### src/rtl/smi_config_seq.sv
// Table-driven MDIO/SMI PHY configuration sequencer.
// After a power-up delay it walks cmd_table entry by entry (WRITE, READ,
// VERIFY, POLL) and drives an external SMI engine through req/done.
//
// Engine handshake: smi_write_req / smi_read_req is a single-cycle pulse with
// smi_reg_addr / smi_write_data already stable. The engine then owns the bus
// until it pulses smi_done (with smi_data_valid on reads). No new request is
// raised before that done is seen, so a request never hits a busy engine.
module smi_config_seq #(
  parameter int         REF_CLK       = 50,
  parameter int         INIT_DELAY_US = 60000,
  parameter int         NUM_CMDS      = 4,
  parameter logic [4:0] PHY_ADDR      = 5'd1,
  parameter int         SMI_TIMEOUT   = 65535,
  parameter int         POLL_GAP      = 1000,
  parameter int         POLL_MAX      = 100
) (
  input  logic                   sys_clk,
  input  logic                   rst_n,
  input  logic                   start,
  input  logic [NUM_CMDS*39-1:0] cmd_table,
  output logic                   smi_rst_n,
  output logic [4:0]             smi_phy_addr,
  output logic [4:0]             smi_reg_addr,
  output logic                   smi_write_req,
  output logic [15:0]            smi_write_data,
  output logic                   smi_read_req,
  input  logic [15:0]            smi_read_data,
  input  logic                   smi_data_valid,
  input  logic                   smi_done,
  output logic                   busy,
  output logic                   cfg_done,
  output logic                   error,
  output logic [4:0]             err_index,
  output logic [1:0]             err_code,
  output logic [15:0]            last_rd_data,
  output logic [2:0]             dbg_state
);

  localparam int DELAY_CYC = REF_CLK * INIT_DELAY_US;

  localparam logic [1:0] OP_WRITE  = 2'b00;
  localparam logic [1:0] OP_READ   = 2'b01;
  localparam logic [1:0] OP_VERIFY = 2'b10;
  localparam logic [1:0] OP_POLL   = 2'b11;

  localparam logic [1:0] CODE_TIMEOUT = 2'b01;
  localparam logic [1:0] CODE_VERIFY  = 2'b10;
  localparam logic [1:0] CODE_POLL    = 2'b11;

  typedef enum logic [2:0] {
    S_PWR_WAIT = 3'd0,
    S_ISSUE    = 3'd1,
    S_WAIT     = 3'd2,
    S_CHECK    = 3'd3,
    S_GAP      = 3'd4,
    S_NEXT     = 3'd5,
    S_DONE     = 3'd6,
    S_FAIL     = 3'd7
  } state_t;

  state_t      r_state;
  state_t      w_next;

  // One shared cycle counter: power-up delay, transaction timeout, poll gap.
  // It restarts from zero on every state change.
  logic [31:0] r_cnt;
  logic [31:0] r_att;
  logic [4:0]  r_idx;

  logic        r_smi_rst_n;
  logic [4:0]  r_phy_addr;
  logic [4:0]  r_reg_addr;
  logic        r_write_req;
  logic [15:0] r_write_data;
  logic        r_read_req;
  logic        r_busy;
  logic        r_cfg_done;
  logic        r_error;
  logic [4:0]  r_err_index;
  logic [1:0]  r_err_code;
  logic [15:0] r_last_rd;

  logic [38:0] w_entry;
  logic [1:0]  w_op;
  logic [4:0]  w_reg;
  logic [15:0] w_mask;
  logic [15:0] w_data;
  logic        w_match;
  logic [1:0]  w_fail_code;

  assign w_entry = cmd_table[39*int'(r_idx) +: 39];
  assign w_op    = w_entry[38:37];
  assign w_reg   = w_entry[36:32];
  assign w_mask  = w_entry[31:16];
  assign w_data  = w_entry[15:0];
  // Compare against the latest captured read; a done without data_valid
  // therefore reuses the previous value.
  assign w_match = ((r_last_rd & w_mask) == (w_data & w_mask));

  // State register
  always_ff @(posedge sys_clk or negedge rst_n) begin
    if (!rst_n) r_state <= S_PWR_WAIT;
    else        r_state <= w_next;
  end

  // Next-state decode and the error code that goes with a transition to FAIL
  always_comb begin
    w_next      = r_state;
    w_fail_code = 2'b00;
    case (r_state)
      S_PWR_WAIT: if (r_cnt == 32'(DELAY_CYC - 1)) w_next = S_ISSUE;
      S_ISSUE:    w_next = S_WAIT;
      S_WAIT: begin
        if (smi_done) begin
          w_next = S_CHECK;
        end else if (r_cnt == 32'(SMI_TIMEOUT - 1)) begin
          w_next      = S_FAIL;
          w_fail_code = CODE_TIMEOUT;
        end
      end
      S_CHECK: begin
        case (w_op)
          OP_VERIFY: begin
            if (w_match) begin
              w_next = S_NEXT;
            end else begin
              w_next      = S_FAIL;
              w_fail_code = CODE_VERIFY;
            end
          end
          OP_POLL: begin
            if (w_match) begin
              w_next = S_NEXT;
            end else if (r_att < 32'(POLL_MAX)) begin
              w_next = S_GAP;
            end else begin
              w_next      = S_FAIL;
              w_fail_code = CODE_POLL;
            end
          end
          default: w_next = S_NEXT;
        endcase
      end
      S_GAP:  if (r_cnt == 32'(POLL_GAP - 1)) w_next = S_ISSUE;
      S_NEXT: w_next = (r_idx == 5'(NUM_CMDS - 1)) ? S_DONE : S_ISSUE;
      S_DONE: if (start) w_next = S_ISSUE;
      S_FAIL: if (start) w_next = S_ISSUE;
      default: w_next = S_PWR_WAIT;
    endcase
  end

  // Datapath: counters, entry index, SMI request outputs and status flags
  always_ff @(posedge sys_clk or negedge rst_n) begin
    if (!rst_n) begin
      r_cnt        <= '0;
      r_att        <= '0;
      r_idx        <= '0;
      r_smi_rst_n  <= 1'b0;
      r_phy_addr   <= '0;
      r_reg_addr   <= '0;
      r_write_req  <= 1'b0;
      r_write_data <= '0;
      r_read_req   <= 1'b0;
      r_busy       <= 1'b0;
      r_cfg_done   <= 1'b0;
      r_error      <= 1'b0;
      r_err_index  <= '0;
      r_err_code   <= '0;
      r_last_rd    <= '0;
    end else begin
      r_write_req <= 1'b0;
      r_read_req  <= 1'b0;
      r_cnt       <= (w_next != r_state) ? 32'd0 : r_cnt + 32'd1;

      case (r_state)
        S_PWR_WAIT: begin
          r_busy <= 1'b1;
          if (w_next == S_ISSUE) begin
            r_smi_rst_n <= 1'b1;
            r_phy_addr  <= PHY_ADDR;
            r_idx       <= '0;
            r_att       <= 32'd1;
          end
        end
        S_ISSUE: begin
          r_reg_addr <= w_reg;
          if (w_op == OP_WRITE) begin
            r_write_data <= w_data;
            r_write_req  <= 1'b1;
          end else begin
            r_read_req   <= 1'b1;
          end
        end
        S_WAIT: if (smi_data_valid) r_last_rd <= smi_read_data;
        S_GAP:  if (w_next == S_ISSUE) r_att <= r_att + 32'd1;
        S_NEXT: begin
          if (w_next == S_ISSUE) begin
            r_idx <= r_idx + 5'd1;
            r_att <= 32'd1;
          end
        end
        S_DONE, S_FAIL: begin
          if (start) begin
            r_cfg_done  <= 1'b0;
            r_error     <= 1'b0;
            r_err_code  <= '0;
            r_err_index <= '0;
            r_idx       <= '0;
            r_att       <= 32'd1;
            r_busy      <= 1'b1;
          end
        end
        default: ;
      endcase

      if (w_next == S_FAIL && r_state != S_FAIL) begin
        r_error     <= 1'b1;
        r_err_code  <= w_fail_code;
        r_err_index <= r_idx;
        r_busy      <= 1'b0;
      end
      if (w_next == S_DONE && r_state != S_DONE) begin
        r_cfg_done <= 1'b1;
        r_busy     <= 1'b0;
      end
    end
  end

  assign smi_rst_n      = r_smi_rst_n;
  assign smi_phy_addr   = r_phy_addr;
  assign smi_reg_addr   = r_reg_addr;
  assign smi_write_req  = r_write_req;
  assign smi_write_data = r_write_data;
  assign smi_read_req   = r_read_req;
  assign busy           = r_busy;
  assign cfg_done       = r_cfg_done;
  assign error          = r_error;
  assign err_index      = r_err_index;
  assign err_code       = r_err_code;
  assign last_rd_data   = r_last_rd;
  assign dbg_state      = r_state;

endmodule

### config.mk
export PLATFORM = sky130hd
export DESIGN_NAME = smi_config_seq
export DESIGN_NICKNAME = d
export VERILOG_FILES = /design/src/rtl/smi_config_seq.sv
export SDC_FILE = /design/constraint.sdc
export NUM_CORES = 1
export LEC_CHECK = 0
export BUFFER_PORTS_ARGS = -buffer_cell sky130_fd_sc_hd__buf_4
export CAP_MARGIN = 20
export CORE_UTILIZATION = 48
export CTS_CLUSTER_DIAMETER = 50
export DETAILED_ROUTE_END_ITERATION = 8
export PLACE_DENSITY_LB_ADDON = 0.2
export RECOVER_POWER = 25
export SLEW_MARGIN = 0
export SYNTH_ARGS = -nofsm -noshare
export SYNTH_HDL_FRONTEND = slang
export SYNTH_SLANG_ARGS = --single-unit
export TNS_END_PERCENT = 20
### constraint.sdc
create_clock -name sys_clk -period 2.6 [get_ports sys_clk]
set_clock_uncertainty 0.05 [all_clocks]
set_input_delay 0.13 -clock sys_clk [delete_from_list [all_inputs] [get_ports sys_clk]]
set_output_delay 0.13 -clock sys_clk [all_outputs]
set_load 0.02 [all_outputs]
==> impl.org, run 1 <==
** Cells and area
- P&R area growth vs syn :: 50.8%
- Fillcell total :: around 1200
- Antenna cells :: 0
- Layout net count :: 1395
- Fraction of layout cells with a size suffix above 1 :: 40.0%
- Commonest cells after routing, fill and taps aside :: sky130_fd_sc_hd__buf_4 (339), sky130_fd_sc_hd__nand2_1 (127), sky130_fd_sc_hd__dfrtp_1 (120), sky130_fd_sc_hd__xor2_1 (55), sky130_fd_sc_hd__nor2_1 (45)
- Commonest non-fill, non-tap cell in the layout :: sky130_fd_sc_hd__buf_4

** Route
- Wires add up to about 27000 um.
- Routed Antenna Nets :: 0
- Starting DRT DRC Count :: 569
- Total iterations of the first detailed-routing run :: 5
- After detailed routing, the number of remaining DRC violations is 0.
- Final routed wire length divided by cell count :: around 19 um
- For this block, the via count after detailed routing is 8281.
- Using the TritonRoute via totals, the vias-per-cell ratio works out to ~5.7.

** CTS
- For the worst-skew pair, the clock arrives at the later sink with an insertion delay of roughly 0.42 ns.
- Post-CTS clock slew at the launch and capture registers of the worst setup and hold paths :: 0.06 ns
- The root buffer cell chosen for the clock tree is sky130_fd_sc_hd__clkbuf_16.
- In this run the deepest clock path goes through 2 buffers.
- The clock tree synthesis step divided the H-tree into 4 levels.
- Number of clock buffers inserted by TritonCTS :: 17
- # clock sinks :: around 120
- TritonCTS built the clock tree.

** Floorplan
- In this run the horizontal extent of the chip is between 100 and 150 um.
- Total number of placement rows :: 46
- Die Outline Area :: approximately 17000 sq um
- Once the floorplan was initialized, standard cells occupied between 40% and 50% of the core.
- Number of primary I/O pins :: about 240
- Die Y-Extent :: roughly 130 um
- Area of the core :: ~16000 sq um

** Timing
- Endpoints failing hold :: 0
- Post-route worst setup slack :: -0.125 ns
- Final TNS setup :: -3.80 ns
- In this run the tightest slew margin relative to its limit is 18.1%.
- Tmin final :: around 2.7 ns
- Pins over their slew limit :: 0
- Number of setup violations in the final report :: 47
- In the finished design, the share of the clock period the worst path needs comes to 105%.
- Setup repair after global routing could not meet its margin everywhere.
- Static timing analysis puts the maximum clock frequency at about 370 MHz.
- At the pin with the least slew margin, the transition time is approximately 1.2 ns.

** Place
- Last weighted congestion value of the routability-driven placer :: between 0.9 and 1
- Input and output buffers added on the ports amount to 230.
- Estimated wirelength of the detail-placed design :: 19600 um
- Placement-stage worst setup slack :: -0.162 ns

** Critical path
- STA puts the critical path data required time at around 2.9 ns.
- STA classifies the critical path endpoint as a register.
- For the worst setup path, the data arrival time is between 2 and 3 ns.
- By startpoint and endpoint, the worst setup path is classified as reg -> reg.
- Kind of start point of the critical path :: register
- Along the worst path, the maximum fanout reaches 8.

** Yosys
- Counting flops with an async set or reset pin after synthesis yields a share of 100%.
- The Yosys step of the flow raised 0 warnings.
- Flip-flop and latch count after synthesis :: 122
- Syn Std Cell Area :: approximately 7900 sq um
- Synthesis instantiated 67 different standard cells from the library.
- Top flip-flop cell by instance count after synthesis :: sky130_fd_sc_hd__dfrtp_1
- Sequential-to-total area share from yosys stat :: between 30 and 40%
- Counting every instance in the synthesized netlist gives slightly below 900.
- Averaged over all synthesized cells, the footprint is around 9.0 sq um.
- Counting flops with a built-in enable in the synthesized netlist gives 0.

** Global route
- The first global-routing pass estimated 41700 um of wire.
- Entering global routing, the biggest net connects 50 pins.
- The number of global-route vias before repair was 8141.
- Global routing consumed, over all layers together, 32.4% of the routing resources.
- For this run the aggregate overflow at the end of global routing stands at 0.
- The number of antenna violations at the first check in global routing came to 0.

** Power and ir drop
- Maximum ir drop on the vdd rail :: around 560 uV
- The analysis attributes to cell leakage a power of a little under 6 nW.
- For this design the ratio of total power to cell area is between 300 and 400 nW/um^2.

** Outcome
- Failing checks :: negative setup slack
- The flow ran to the end, but the final reports show violations.

** Hold path
- Class of the tightest hold or removal check :: in -> reg

** Job
- Max capacitance violation total :: 0
repair_timing:
item	4_1_cts	5_1_grt
setup buffers	4	8
endpoints found under the setup margin	73	80
pin swaps	9	11
hold endpoints to repair	138	0
hold buffers	17	0
cloned	2	3
resized for setup	23	82
path summary, 6_finish.rpt:
kind	from	end	slack (ns)	depth (start not counted)
worst min-delay path	cmd_table[52]	smi_write_data[13]	0.10	4
worst max-delay path	r_idx[1]	r_cnt[2]	-0.13	12
max in group asynchronous	rst_n	r_att[13]	0.46	3
worst max register to register	r_idx[1]	r_cnt[2]	-0.13	12
min in group asynchronous	rst_n	busy	0.32	2
worst min register to register	smi_write_data[2]	smi_write_data[2]	0.43	1
per-stage QoR:
stage                     area (sq um)  util [%]  power [mW]  hold WS (ns)  std cells
final                            12000      74.8        4.67         0.101       1443
after CTS                        11600      72.5        4.68        0.0555       1433
after detailed placement         10600      66.4        2.34       -0.0371       1378
after global routing             12000      74.8        4.81        0.0973       1443
after floorplan                   7950         -        2.04        -0.216        881
after global placement           10600      66.4        2.34       -0.0379       1378
cells by family after synthesis:
| family | after synthesis | share of synthesized area (%) |
|---|---|---|
| AOI/OAI and AO/OA | 213 | 17.3 |
| xor gates and xnor gates | 82 | 9.05 |
| adders and majority gates | 4 | 0.631 |
| buffers and inverters | 81 | 4.45 |
| DFF | 122 | 38.5 |
| muxes | 54 | 10.1 |
| other | 1 | 0.0473 |
| and+or+nand+nor | 321 | 19.9 |
power by group:
| group | leakage, nW | switching [mW] | internal (mW) |
|---|---|---|---|
| combinational | 3.93 | 0.181 | 0.272 |
| sequential | 1.66 | 0.000437 | 1.90 |
| clock | 0.284 | 0.837 | 1.48 |
| total | 5.87 | 1.02 | 3.65 |
synth_stat cells (13+ instances only):
library cell	count	area, sq um
sky130_fd_sc_hd__xnor2_1	27	236
sky130_fd_sc_hd__a21oi_1	47	235
sky130_fd_sc_hd__mux4_2	19	428
sky130_fd_sc_hd__o21ai_0	67	335
sky130_fd_sc_hd__nand3_1	34	170
sky130_fd_sc_hd__nor2_1	47	176
sky130_fd_sc_hd__mux2i_1	18	180
sky130_fd_sc_hd__nand4_1	26	163
sky130_fd_sc_hd__and3_1	18	113
sky130_fd_sc_hd__inv_1	16	60.1
sky130_fd_sc_hd__a31oi_1	13	81.3
sky130_fd_sc_hd__clkbuf_1	35	131
sky130_fd_sc_hd__xor2_1	55	482
sky130_fd_sc_hd__nand2_1	128	480
sky130_fd_sc_hd__buf_2	15	75.1
sky130_fd_sc_hd__mux2_2	17	191
sky130_fd_sc_hd__dfrtp_1	122	3050
per-layer routing:
layer | GRT usage (%) | part of all wire (%) | vias up
met5 | 0 | 0 | -
met4 | 13.2 | 3.2 | 0
met3 | 8.84 | 7.3 | 69
met2 | 52.5 | 47 | 330
met1 | 41.0 | 42 | 4014
li1 | - | - | 3868
cell type report:
type                    count  area [sq um]  share of cell area, %
repair buffers            379          3100                   25.9
well taps                 216           270                   2.26
clock inverters             8          92.6                  0.774
inverters                  16          60.1                  0.502
multi-input cells         678          4900                   41.0
clock buffers              24           482                   4.03
flip-flops and latches    122          3060                   25.5
worst max-delay path, stage by stage (launching register included):
cell                        delay [ns]
sky130_fd_sc_hd__dfrtp_2          0.47
sky130_fd_sc_hd__buf_12           0.18
sky130_fd_sc_hd__buf_8            0.12
sky130_fd_sc_hd__nor2_1           0.04
sky130_fd_sc_hd__a32o_1           0.20
sky130_fd_sc_hd__a211o_1          0.30
sky130_fd_sc_hd__nand2_2          0.08
sky130_fd_sc_hd__nand4_1          0.12
sky130_fd_sc_hd__buf_4            0.17
sky130_fd_sc_hd__o31a_1           0.28
sky130_fd_sc_hd__o21ai_4          0.29
sky130_fd_sc_hd__clkbuf_16        0.23
sky130_fd_sc_hd__a21oi_1          0.07
flip-flops by register name (all words and copies together), names as in the netlist:
register	cells
error	1
dbg_state	3
last_rd_data	16
smi_phy_addr	1
err_code	2
cfg_done	1
smi_write_req	1
r_idx	5
r_cnt	32
smi_write_data	16
err_index	5
smi_reg_addr	5
busy	1
r_att	32
smi_read_req	1
Note: power is estimated with default switching activity, not from simulation.
==> inputs of run 2 (changes only) <==
--- a/config.mk
+++ b/config.mk
@@ -12,6 +12,7 @@
 export DETAILED_ROUTE_END_ITERATION = 8
 export PLACE_DENSITY_LB_ADDON = 0.2
 export RECOVER_POWER = 25
+export SKIP_LAST_GASP = 1
 export SLEW_MARGIN = 0
 export SYNTH_ARGS = -nofsm -noshare
 export SYNTH_HDL_FRONTEND = slang
==> impl.org, run 2 (synthesis results as in run 1) <==
** Outcome
- The run finished, with violations left.
- Failing checks :: negative setup slack

** Timing
- Setup repair after global routing could not meet its margin everywhere.
- The relative slew slack came to 18.5% (+0.43 points).
- The smallest setup slack after layout was -0.117 ns (+0.00843 ns).
- Max Clk Rate :: 368 MHz (+0.31%)
- The number of slew-limit violations in the final report was 0 (unchanged).
- Number of setup violations in the final report :: 50 (+6.4%)
- The setup TNS came to -3.81 ns (-0.0125 ns).
- Part of the cycle the worst path needs :: 104% (-0.32 points)
- Tightest hold margin :: 0.103 ns (+0.00225 ns)
- The slew at the pin closest to its max-slew limit is 1.22 ns (-0.00647 ns).
- Endpoints failing hold :: 0 (unchanged)
- The minimum clock period is 2.72 ns (-0.00843 ns).

** Hold path
- Start point of the worst min-delay path :: cmd_table[130]
- Class of the tightest hold or removal check :: in -> reg

** Global route
- The total global routing overflow was 0 (unchanged).
- The number of antenna violations at the first check in global routing came to 0 (unchanged).
- The pin count of the biggest net entering global routing came to 50 (unchanged).
- Global-route usage over all layers :: 32.4% (about the same)
- Vias in the first global route :: 8144 (+0.037%)
- First-pass GRT wire length :: 41800 um (+0.12%)

** Cells and area
- The count of nets after finishing is 1393 (-0.14%).
- Fraction of layout cells with a size suffix above 1 :: 39.9% (-0.098 points)
- Antenna cells :: 0 (unchanged)
- In the final layout, the registers with the most flip-flops are r_att x32, r_cnt x32.
- Fillcell total :: 1171 (+0.95%)
- Reg area :: 3060 sq um (unchanged)
- P&R area growth vs syn :: 50.7% (about the same)
- The library cell used most frequently in the layout, excluding fill and tap cells, is sky130_fd_sc_hd__buf_4.
- The total area of multi-input combinational cells was 4930 sq um (+0.48%).
- Leaving out fill and tap cells, the most frequent cells in the layout are sky130_fd_sc_hd__buf_4 (338), sky130_fd_sc_hd__nand2_1 (127), sky130_fd_sc_hd__dfrtp_1 (120), sky130_fd_sc_hd__o21ai_0 (58), sky130_fd_sc_hd__xor2_1 (55).

** CTS
- CTS max path bufs :: 2 (unchanged)
- The clock edge transition at the registers on the reported setup and hold paths was 0.06 ns (about the same).
- Worst-skew pair later-pin latency :: 0.42 ns (about the same)
- CTS tree :: built
- The number of sinks handled by clock tree synthesis is 122 (unchanged).
- The number of buffers created by CTS was 17 (unchanged).
- Root buffer selected by CTS :: sky130_fd_sc_hd__clkbuf_16
- The deepest level of the CTS H-tree came to 4 (unchanged).

** Critical path
- Following the worst setup path forward leads to its endpoint at r_cnt[2].
- The worst setup path is of the reg -> reg kind.
- The worst setup path is captured at a register.
- Worst R2R End :: r_cnt[2]
- In this run the critical register-to-register path is launched from r_idx[1].
- The worst setup path is launched from a register.
- The maximum fanout encountered on the critical timing path is 8 (unchanged).
- R2R setup slack :: -0.12 ns (about the same)
- Endpoint arrival time on the critical path :: 2.96 ns (about the same)
- Instance count on the critical path :: 11 (-1)
- Top Family by Delay on Critical Path :: compound AO/OA/AOI/OAI gates
- The critical path starts at r_idx[1].
- Data required time of the worst path :: 2.85 ns (about the same)
- The largest stage delay on the critical path came to 0.46 ns (about the same).
- R2R cell count :: 11 (-1)
- Slowest stage cell on the critical path :: sky130_fd_sc_hd__dfrtp_2
- The buffers plus inverters on the worst setup path came to 3 (-1).
- Walking the worst path, the cells encountered are buf_12, mux2i_2, xor2_1, o221ai_1, o21ai_1, a21oi_2, buf_4, o31a_1, o21ai_4, clkbuf_16, a21oi_1.

** Route
- Final routed wire length divided by cell count :: 18.8 um (-0.47%)
- Routed Antenna Nets :: 0 (unchanged)
- Total Wirelength :: 27100 um (-0.61%)
- Total number of vias :: 8216 (-0.78%)
- Starting DRT DRC Count :: 575 (+1.1%)
- Post-DR vias/cell :: 5.70 (-0.65%)
- Total iterations of the first detailed-routing run :: 6 (+1)
- The number of DRC violations after detailed routing is 0 (unchanged).

** Floorplan
- The starting utilization of the core area is 49.6% (unchanged).
- The die height was 131 um (unchanged).
- Number of primary I/O pins :: 235 (unchanged)
- The width of the die was 131 um (unchanged).
- Total number of placement rows :: 46 (unchanged)
- The standard cell core area was 16000 sq um (unchanged).
- The die outline area was 17000 sq um (unchanged).

** Power and ir drop
- Sw Pwr :: 1.01 mW (-0.51%)
- The logic gate share of total power came to 9.7% (about the same).
- The relative contribution of the clock network to total power is 49.5% (about the same).
- The leakage power total came to 5.88 nW (+0.13%).
- The power per cell area came to 390 nW/um^2 (about the same).
- The peak ir drop on the vdd network came to 562 uV (about the same).
- Switching power share of the total :: 21.7% (-0.091 points)
- The cell-internal power came to 3.65 mW (about the same).
- The portion of total power attributed to sequential cells is 40.8% (about the same).

** Place
- The final HPWL from detailed placement came to 19600 um (unchanged).
- Placement-stage worst setup slack :: -0.162 ns (unchanged)
- The count of input and output buffers came to 230 (unchanged).
- Last weighted congestion value of the routability-driven placer :: 0.960 (unchanged)

** Job
- The number of max-cap violations came to 0 (unchanged).
run 2: repair_timing:
| item | CTS | global route |
|---|---|---|
| endpoints found under the setup margin | 73 | 82 |
| pin swaps | 7 | 24 |
| hold endpoints to repair | 138 | 0 |
| setup buffers | 4 | 6 |
| hold buffers | 17 | 0 |
| cloned | 2 | 3 |
| resized for setup | 20 | 63 |
run 2: stage by stage:
| stage | instance area [sq um] | instances | power [mW] | util (%) |
|---|---|---|---|---|
| after global routing | 12000 | 1441 | 4.81 | 74.8 |
| final | 12000 | 1441 | 4.66 | 74.8 |
| after detailed placement | 10600 | 1378 | 2.34 | 66.4 |
| after CTS | 11600 | 1433 | 4.68 | 72.5 |
| after floorplan | 7950 | 881 | 2.04 | - |
| after global placement | 10600 | 1378 | 2.34 | 66.4 |
run 2: power groups by stage:
stage               registers [mW]  clock network (mW)  logic (mW)
floorplan                     1.94                   0       0.108
global placement              1.93                   0       0.407
detailed placement            1.93                   0       0.409
CTS                           1.90                2.34       0.439
global route                  1.90                2.43       0.487
finish                        1.90                2.31       0.455
run 2: metal layers:
layer | up-vias | wire, um | track usage, %
met4 | 0 | 818 | 13.0
met1 | 3958 | 11300 | 41.2
met2 | 331 | 13000 | 52.6
li1 | 3864 | - | -
met5 | - | 0 | 0
met3 | 63 | 1960 | 8.63
run 2: worst register-to-register path: cells and delay by family, from the launching register on:
kind	cells	cell delay [ns]
AO/OA/AOI/OAI	6	1.07
XOR/XNOR	1	0.19
buffers and inverters	3	0.57
multiplexers	1	0.27
flip-flops	1	0.46
run 2: cell type report:
type                    count  share of cell area [%]
multi-input cells         678                    41.2
repair buffers            377                    25.7
flip-flops and latches    122                    25.5
clock buffers              24                    4.03
well taps                 216                    2.26
clock inverters             8                   0.774
inverters                  16                   0.502
run 2: worst min path at each step:
stage	end	slack [ns]	depth (start not counted)
after CTS	last_rd_data[2]	0.06	2
final	smi_write_data[13]	0.10	4
after global placement	cfg_done	-0.04	1
after floorplan	busy	-0.22	0
after global routing	smi_write_data[13]	0.11	4
after detailed placement	cfg_done	-0.04	1
